<file path="src/rtl/rv_pkg.sv">
// Shared RV core definitions used by the load/store unit: funct3 size codes,
// the LSU state encoding and the access-size helper.
package rv_pkg;

    localparam logic [2:0] F3_B  = 3'd0;
    localparam logic [2:0] F3_H  = 3'd1;
    localparam logic [2:0] F3_W  = 3'd2;
    localparam logic [2:0] F3_D  = 3'd3;
    localparam logic [2:0] F3_BU = 3'd4;
    localparam logic [2:0] F3_HU = 3'd5;
    localparam logic [2:0] F3_WU = 3'd6;

    typedef enum logic [1:0] {
        ST_IDLE,
        ST_ISSUE,
        ST_WAIT,
        ST_RESP
    } rv_lsu_state_t;

    // Access size in bytes; the low two funct3 bits encode log2(size).
    function automatic logic [3:0] lsu_size(input logic [2:0] funct3);
        return 4'd1 << funct3[1:0];
    endfunction

endpackage

</file>
<file path="src/rtl/rv_lsu_align.sv">
// Byte-lane steering for the LSU: store mask and lane replication, plus load
// data extraction with sign/zero extension. Purely combinational.
module rv_lsu_align
    import rv_pkg::*;
#(
    parameter  int XLEN  = 32,
    localparam int NB    = XLEN / 8,
    localparam int OFS_W = $clog2(NB)
) (
    input  logic [2:0]       funct3_i,
    input  logic [OFS_W-1:0] ofs_i,
    input  logic [XLEN-1:0]  wdata_i,
    input  logic [XLEN-1:0]  rdata_i,
    output logic [NB-1:0]    wmask_o,
    output logic [XLEN-1:0]  wdata_o,
    output logic [XLEN-1:0]  ldata_o
);

    localparam logic [3:0] NB_B = 4'(NB);

    logic [3:0]      size_b;
    logic [NB-1:0]   base_mask;
    logic [XLEN-1:0] shifted;
    logic            sign_bit;

    // Doubleword codes on a 32-bit datapath are rejected upstream; clipping
    // keeps every lane index in range for that case.
    assign size_b  = (lsu_size(funct3_i) > NB_B) ? NB_B : lsu_size(funct3_i);
    assign shifted = rdata_i >> {ofs_i, 3'b000};

    // NOTE: every output of a combinational block gets a default first, so no
    // path can leave a signal unassigned and infer a latch.
    always_comb begin
        base_mask = '0;
        for (int i = 0; i < NB; i++) begin
            base_mask[i] = (4'(i) < size_b);
        end
        wmask_o = base_mask << ofs_i;
    end

    always_comb begin
        wdata_o = wdata_i;
        case (size_b)
            4'd1:    wdata_o = {NB{wdata_i[7:0]}};
            4'd2:    wdata_o = {(NB / 2){wdata_i[15:0]}};
            4'd4:    wdata_o = {(NB / 4){wdata_i[31:0]}};
            default: wdata_o = wdata_i;
        endcase
    end

    always_comb begin
        sign_bit = 1'b0;
        case (size_b)
            4'd1:    sign_bit = shifted[7];
            4'd2:    sign_bit = shifted[15];
            4'd4:    sign_bit = shifted[31];
            default: sign_bit = shifted[XLEN-1];
        endcase
        sign_bit = sign_bit & ~funct3_i[2];
        ldata_o  = '0;
        for (int i = 0; i < XLEN; i++) begin
            ldata_o[i] = (i < 8 * int'(size_b)) ? shifted[i] : sign_bit;
        end
    end

endmodule

</file>
<file path="src/rtl/rv_lsu.sv">
// Load/store unit for the multicycle RV core: one request at a time, a single
// memory strobe per legal access, aligned and extended load response.
module rv_lsu
    import rv_pkg::*;
#(
    parameter  int XLEN   = 32,
    parameter  int ADDR_W = 32,
    localparam int NB     = XLEN / 8,
    localparam int OFS_W  = $clog2(NB)
) (
    input  logic              clk_i,
    input  logic              rst_ni,
    input  logic              req_valid_i,
    output logic              req_ready_o,
    input  logic              req_load_i,
    input  logic [2:0]        req_funct3_i,
    input  logic [ADDR_W-1:0] req_addr_i,
    input  logic [XLEN-1:0]   req_wdata_i,
    input  logic [4:0]        req_rd_i,
    output logic              rsp_valid_o,
    input  logic              rsp_ready_i,
    output logic [XLEN-1:0]   rsp_data_o,
    output logic [4:0]        rsp_rd_o,
    output logic              rsp_err_o,
    output logic [ADDR_W-1:0] mem_d_addr_o,
    output logic [XLEN-1:0]   mem_d_wdata_o,
    output logic [NB-1:0]     mem_d_wmask_o,
    output logic              mem_d_wstrb_o,
    output logic              mem_d_rstrb_o,
    input  logic [XLEN-1:0]   mem_d_rdata_i,
    input  logic              mem_d_rbusy_i,
    input  logic              mem_d_wbusy_i
);

    rv_lsu_state_t     state_q, state_d;
    logic              load_q, load_d;
    logic [2:0]        funct3_q, funct3_d;
    logic [ADDR_W-1:0] addr_q, addr_d;
    logic [XLEN-1:0]   wdata_q, wdata_d;
    logic [4:0]        rd_q, rd_d;
    logic              err_q, err_d;
    logic [XLEN-1:0]   data_q, data_d;

    logic [NB-1:0]     lane_mask;
    logic [XLEN-1:0]   lane_wdata;
    logic [XLEN-1:0]   lane_ldata;
    logic [OFS_W-1:0]  align_mask;
    logic              misaligned;
    logic              bad_code;
    logic              too_wide;
    logic              illegal;
    logic              mem_active;
    logic              busy;

    rv_lsu_align #(.XLEN(XLEN)) u_align (
        .funct3_i (funct3_q),
        .ofs_i    (addr_q[OFS_W-1:0]),
        .wdata_i  (wdata_q),
        .rdata_i  (mem_d_rdata_i),
        .wmask_o  (lane_mask),
        .wdata_o  (lane_wdata),
        .ldata_o  (lane_ldata)
    );

    // Legality is judged on the incoming request so a bad access skips memory.
    assign align_mask = OFS_W'(lsu_size(req_funct3_i) - 4'd1);
    assign misaligned = |(req_addr_i[OFS_W-1:0] & align_mask);
    assign bad_code   = req_load_i ? (req_funct3_i == 3'd7) : req_funct3_i[2];
    assign too_wide   = (XLEN == 32) &&
                        ((req_funct3_i == F3_D) || (req_load_i && req_funct3_i == F3_WU));
    assign illegal    = misaligned | bad_code | too_wide;

    assign busy = load_q ? mem_d_rbusy_i : mem_d_wbusy_i;

    always_comb begin
        state_d  = state_q;
        load_d   = load_q;
        funct3_d = funct3_q;
        addr_d   = addr_q;
        wdata_d  = wdata_q;
        rd_d     = rd_q;
        err_d    = err_q;
        data_d   = data_q;
        case (state_q)
            ST_IDLE: begin
                if (req_valid_i) begin
                    load_d   = req_load_i;
                    funct3_d = req_funct3_i;
                    addr_d   = req_addr_i;
                    wdata_d  = req_wdata_i;
                    rd_d     = req_rd_i;
                    err_d    = illegal;
                    data_d   = '0;
                    state_d  = illegal ? ST_RESP : ST_ISSUE;
                end
            end
            ST_ISSUE: state_d = ST_WAIT;
            ST_WAIT: begin
                if (!busy) begin
                    data_d  = load_q ? lane_ldata : '0;
                    state_d = ST_RESP;
                end
            end
            ST_RESP: begin
                if (rsp_ready_i) state_d = ST_IDLE;
            end
            default: state_d = ST_IDLE;
        endcase
    end

    // NOTE: sequential state uses non-blocking assignments so every register
    // samples pre-edge values regardless of process ordering.
    always_ff @(posedge clk_i or negedge rst_ni) begin
        if (!rst_ni) begin
            state_q  <= ST_IDLE;
            load_q   <= 1'b0;
            funct3_q <= '0;
            addr_q   <= '0;
            wdata_q  <= '0;
            rd_q     <= '0;
            err_q    <= 1'b0;
            data_q   <= '0;
        end else begin
            state_q  <= state_d;
            load_q   <= load_d;
            funct3_q <= funct3_d;
            addr_q   <= addr_d;
            wdata_q  <= wdata_d;
            rd_q     <= rd_d;
            err_q    <= err_d;
            data_q   <= data_d;
        end
    end

    // Memory-side fields are driven only while an access is outstanding.
    assign mem_active    = (state_q == ST_ISSUE) || (state_q == ST_WAIT);
    assign mem_d_addr_o  = mem_active ? {addr_q[ADDR_W-1:OFS_W], {OFS_W{1'b0}}} : '0;
    assign mem_d_wdata_o = mem_active ? lane_wdata : '0;
    assign mem_d_wmask_o = mem_active ? lane_mask : '0;
    assign mem_d_rstrb_o = (state_q == ST_ISSUE) &&  load_q;
    assign mem_d_wstrb_o = (state_q == ST_ISSUE) && !load_q;

    assign req_ready_o = (state_q == ST_IDLE);
    assign rsp_valid_o = (state_q == ST_RESP);
    assign rsp_data_o  = data_q;
    assign rsp_rd_o    = rd_q;
    assign rsp_err_o   = err_q;

endmodule

</file>
<file path="config.mk">
export PLATFORM = sky130hd
export DESIGN_NAME = rv_lsu
export DESIGN_NICKNAME = d
export VERILOG_FILES = /design/src/rtl/rv_pkg.sv /design/src/rtl/rv_lsu_align.sv /design/src/rtl/rv_lsu.sv
export SDC_FILE = /design/constraint.sdc
export NUM_CORES = 1
export LEC_CHECK = 0
export BUFFER_PORTS_ARGS = -buffer_cell sky130_fd_sc_hd__buf_2
export CAP_MARGIN = 20
export CORE_MARGIN = 2
export CORE_UTILIZATION = 50
export DETAILED_ROUTE_END_ITERATION = 8
export GPL_ROUTABILITY_DRIVEN = 0
export GPL_TIMING_DRIVEN = 1
export PLACE_DENSITY = 0.82
export REMOVE_ABC_BUFFERS = 1
export SLEW_MARGIN = 20
export SYNTH_ARGS = -nofsm -noshare
export SYNTH_HDL_FRONTEND = slang
export SYNTH_SLANG_ARGS = --single-unit
</file>
<file path="constraint.sdc">
create_clock -name clk_i -period 6 [get_ports clk_i]
set_input_delay 0.6 -clock clk_i [delete_from_list [all_inputs] [get_ports clk_i]]
set_output_delay 0.6 -clock clk_i [all_outputs]
set_load 0.03 [all_outputs]
</file>
After elaboration in Yosys (flattened, before gate mapping)

Cells that the tools add are included.
Widths: inputs -> output; s select.

Flip-flop bits (word level): 108
Input bits: 111
Output and inout bits: 110
Logic and storage cells: 127

Add/subtract/negate cells: 1
Order comparisons: 37
Equal/unequal tests: 11
Shifts and indexed selects: 4
Muxes and demuxes: 49
Bitwise gates (word level): 5
Reductions and logical operators: 12

Operators with widths:

| operator            | count |
|---|---|
| $mux 32             | 5 |
| $pmux 32 s2         | 2 |
| $lt 5x7->1 const A  | 16 |
| $lt 4x7->1 const A  | 8 |
| $mux 1              | 34 |
| $shr 32x5->32       | 1 |
| $lt 3x7->1 const A  | 4 |
| $lt 1x7->1 const A  | 2 |
| $lt 2x7->1 const A  | 2 |
| $lt 1x4->1 const A  | 2 |
| $lt 2x4->1 const A  | 2 |
| $mux 2              | 4 |
| $mux 4              | 2 |
| $pmux 2 s4          | 1 |
| $eq 3x3->1 const B  | 2 |
| $reduce_and 3->1    | 2 |
| $eq 2x2->1 const B  | 2 |
| $eq 4x1->1 const B  | 1 |
| $eq 4x2->1 const B  | 1 |
| $gt 4x3->1 const B  | 1 |
| $ne 2x2->1 const B  | 2 |
| $shl 1x2->4 const A | 1 |
| $shl 4x2->4         | 1 |
| $eq 3x2->1 const B  | 1 |
| other kinds (16)    | 20 |

Depth between registers and ports, before layout

Depth after elaboration: 10
Depth in mapped cells: 8
Depth with buffers taken out: 6

Hierarchy

Synthesis repeated with hierarchy kept, for this count alone.

Cell total of the unflattened synthesis: 554
Area, all modules: 6148.4 sq um

By module, submodules not included:

| module       | times used | cells each | area an instance (sq um) | sequential area each (sq um) |
|---|---|---|---|---|
| rv_lsu       | 1          | 367        | 4864.7                   | 2702.6 |
| rv_lsu_align | 1          | 187        | 1283.7                   | 0.0 |

Worst setup path after synthesis

No wires, ideal clock.

Path kind: register to output
Start: reg funct3_q[1]
End: out mem_d_wmask_o[1]
Arrival time: 1769 ps
Required time: 5400 ps
Setup slack: 3631 ps
Stages on the path, launching flop included: 6
Buffers on the path: 2
Path through: dfrtp_1 > buf_2 > or2_1 > clkbuf_1 > nor2_1 > nor3b_1

Cells in the longest elaborated chain, start to end: 6
Elaborated cells on any way between the ends: 9
Those cells by class: order compare (5); shift (2); mux (2)

RTL lines:

| item                                            | RTL line           | RTL |
|---|---|---|
| start, declared                                 | rv_lsu.sv:37       | `logic [2:0] funct3_q, funct3_d;` |
| start signal, assigned                          | rv_lsu.sv:126      | `funct3_q <= funct3_d;` |
| $shl 1x2->4 (*)                                 | rv_pkg.sv:22       | `return 4'd1 << funct3[1:0];` |
| $gt 4x3->1                                      | rv_lsu_align.sv:28 | `assign size_b = (lsu_size(funct3_i) > NB_B) ? NB_B : lsu_size(funct3_i);` |
| $mux 4 (*)                                      | rv_lsu_align.sv:28 |  |
| $lt 1x4->1 / $lt 2x4->1 (equally long branches) | rv_lsu_align.sv:36 | `base_mask[i] = (4'(i) < size_b);` |
| $shl 4x2->4 (*)                                 | rv_lsu_align.sv:38 | `wmask_o = base_mask << ofs_i;` |
| $mux 4 (*)                                      | rv_lsu.sv:139      | `assign mem_d_wmask_o = mem_active ? lane_mask : '0;` |
| end, declared                                   | rv_lsu.sv:27       | `output logic [NB-1:0] mem_d_wmask_o,` |

Every way passes the cells marked *; elsewhere a longest branch is shown, timed or not.

Worst setup path in the final report

Start: reg funct3_q[1]
End: out mem_d_wdata_o[15]

Cells in the longest elaborated chain, start to end: 6
Elaborated cells on any way between the ends: 7
Those cells by class: order compare (1); eq/ne (2); shift (1); mux (3)

RTL lines:

| item                                            | RTL line           | RTL |
|---|---|---|
| $shl 1x2->4 (*)                                 | rv_pkg.sv:22       |  |
| $gt 4x3->1                                      | rv_lsu_align.sv:28 |  |
| $mux 4 (*)                                      | rv_lsu_align.sv:28 |  |
| $eq 4x2->1 / $eq 4x1->1 (equally long branches) | rv_lsu_align.sv:43 | `case (size_b)` |
| $pmux 32 s2 (*)                                 | rv_lsu_align.sv:43 |  |
| $mux 32 (*)                                     | rv_lsu.sv:138      | `assign mem_d_wdata_o = mem_active ? lane_wdata : '0;` |
| end, declared                                   | rv_lsu.sv:26       | `output logic [XLEN-1:0] mem_d_wdata_o,` |

Marks and branches as above.

==> metrics.md <==
| Metric | Value |
|---|---|
| Distinct cell type count after synthesis | 40 |
| CTS Buffer Depth | 2 |
| Final WL | 14400 µm |
| Slew headroom | 31.6% |
| Worst vdd ir | 0.452 mV |
| Starting density of the core | 50.6% |
| Worst Skew | 0.0111 ns |
| Share of layout cells above drive strength 1 | 47.8% |
| Power density cells | 712 nW/µm² |
| Initial antenna violation count | 0 |
| Total number of vias | 4398 |
| R2R Setup Slk | 3.57 ns |
| Setup Fix Bufs, Post-CTS | 0 |
| Top Ports | 221 |
| Slowest-stage cell, CP | dfrtp_1 |
| Least-Margin Pin Slew | 1.03 ns |
| Mapped Area | 5440 µm² |
| Cts bufs inserted | 9 |
| Grt met2 use | 38.5% |
| Setup violators final | 0 |
| Synth Instances | 463 |
| Port Buffers | 218 |
| Nets | 775 |
| CP required | 5.40 ns |
| WP buf/inv | 2 |
| DP Wirelength | 10300 µm |
| First-pass GRT wire length | 21800 µm |
| Final period util | 52.7% |
| # Max-Cap Violations | 0 |
| Die height | 108 µm |
| Clock Latency Late Sink | 0.37 ns |
| Number of global-route vias before repair | 4428 |
| #FFs+latches synth | 108 |
| PostCTS Resize Cnt | 0 |
| Clock root cell | clkbuf_8 |
| Num rows | 38 |
| Warnings from Yosys | 0 |
| Final Cell Area | 6850 µm² |
| Status | finished clean |
| Max Slew Vio Count | 0 |
| Pre-CTS WS | 3.26 ns |
| Post-synthesis average cell area | 11.7 µm² |
| DRT antenna net count | 0 |
| Global Route Usage Sum | 24.2% |
| Max stage delay on crit path | 0.77 ns |
| Vias per cell | 5.46 |
| Sequential area share after synthesis | 49.7% |
| Min Tclk post-route | 3.16 ns |
| GRT met3 Usage | 6.75% |
| TritonCTS clock tree | yes |
| DRT Pass-1 Iters | 4 |
| Busiest layer in global routing | met2 |
| DP Area | 6590 µm² |
| ANT cells | 0 |
| Tot Pwr | 4.88 mW |
| Pin count of the biggest net entering global routing | 75 |
| GRT met1 Usage | 30.9% |
| Hold_buf cts | 0 |
| Ys flop type | dfrtp_1 |
| Startpoint types | flip-flop |
| Wire per inst | 17.8 µm |
| H-tree Lvls | 3 |
| Setup tns final | 0 ns |
| Cell Chain, Critical Path | nor2_1, buf_4, nand2_1, a21boi_1, buf_2 |
| CTS Sinks | 108 |
| Critical path class | reg2out |
| HP Class | in2async |
| DIE WIDTH | 108 µm |
| Detailed-route DRC error count | 0 |
| Clock slew at reported path FFs | 0.10 ns |
| Worst Path Max Fanout | 31 |
| Die area | 11700 µm² |
| Number of flops mapped to enable cells by yosys | 0 |
| Overflow after GRT | 0 |
| LEAKAGE | 3.50 nW |
| Final setup margin | 2.84 ns |
| Instance count on the critical path | 5 |
| Placed cell count | 789 |
| RSZ-0062 raised after global routing | false |
| Crit end category | output port |
| Worst r2r path cells | 5 |
| Final Non-Filler Cells | 805 |
| Hold Vio Cnt, Final | 0 |
| Peak Freq | 0.316 GHz |
| CP delay by family, top | flip-flops |
| Area growth syn-to-layout | 25.9% |
| Core Area | 10700 µm² |
| Drt initial violations | 242 |
| Worst EP arrival | 2.56 ns |
| Asr flop ratio synth | 100% |
where the power goes:
group	switching, mW	internal (mW)	total [mW]
combinational	1.83	1.07	2.90
clock	0.250	0.320	0.570
sequential	0.326	1.08	1.41
total	2.41	2.47	4.88
flip-flops by register name (all words and copies together) (netlist names):
name / count
funct3_q: 3
addr_q: 32
rsp_rd_o: 5
rsp_data_o: 32
rsp_err_o: 1
state_q: 2
wdata_q: 32
load_q: 1
cell type report:
type	count	area (µm²)
Inverter	3	11.3
Tap cell	140	175
Fill cell	870	3890
Timing Repair Buffer	223	1130
Clock buffer	10	128
Sequential cell	108	2700
Clock inverter	6	136
Multi-Input combinational cell	315	2570
metrics by stage:
stage / hold WS, ns / utilization [%]
finish: 0.226 / 63.8
global route: 0.282 / 63.8
CTS: 0.255 / 63.7
detailed placement: 0.477 / 61.3
global placement: 0.477 / 61.3
floorplan: 0.304 / -
logic make-up (layout without fill, tap and decap cells):
| logic type | count (synthesis) | in the layout | share of synthesized area (%) |
|---|---|---|---|
| multiplexers | 117 | 117 | 23.6 |
| AND/OR/NAND/NOR | 113 | 113 | 11.7 |
| adder cells (fa/ha/maj) | 4 | 4 | 0.920 |
| other | 1 | 2 | 0.0689 |
| flip-flops | 108 | 108 | 49.7 |
| AO/OA/AOI/OAI | 79 | 79 | 10.5 |
| buffers and inverters | 41 | 242 | 3.50 |
layer usage:
metal / part of all wire, % / wire length (µm)
met4: 2.3 / 337
met1: 41 / 5880
met5: 0 / 0
met2: 48 / 6890
met3: 8.7 / 1250
cells in the final DEF (no fill, tap or decap), drive strengths merged, types with 9 or more instances in the layout:
cell type and instances:
o21ai 15, and2 47, nor2b 13, clkbuf 10
nor2 14, a21oi 18, a22o 9, dfrtp 108
mux2 82, a221o 16, nand2 26, buf 223
mux2i 34
Yosys cell counts, types with 3 or more instances:
library cell,instances,area (µm²)
ha_1,4,50.1
o2bb2ai_1,7,61.3
mux2_2,70,788
clkbuf_1,18,67.6
o21a_1,3,22.5
nor2b_1,12,75.1
and2_1,47,294
buf_4,3,22.5
nor2_1,12,45.0
a21boi_1,8,60.1
dfrtp_1,108,2700
nand2_1,26,97.6
a21oi_1,17,85.1
mux2i_1,34,340
o21ai_0,15,75.1
a22o_1,9,78.8
mux2_1,12,135
buf_2,14,70.1
nand2b_1,3,18.8
a221o_1,16,160
path summary, 6_finish.rpt:
path / start / endpoint
max: funct3_q[1] / mem_d_wdata_o[15]
min: rst_ni / rsp_data_o[3]
max reg2reg: addr_q[1] / rsp_data_o[16]
min reg2reg: rsp_data_o[4] / rsp_data_o[4]
max in group asynchronous: rst_ni / rsp_data_o[15]
min in group clk_i: req_wdata_i[8] / wdata_q[8]
Power figures use the tool's default switching activity.
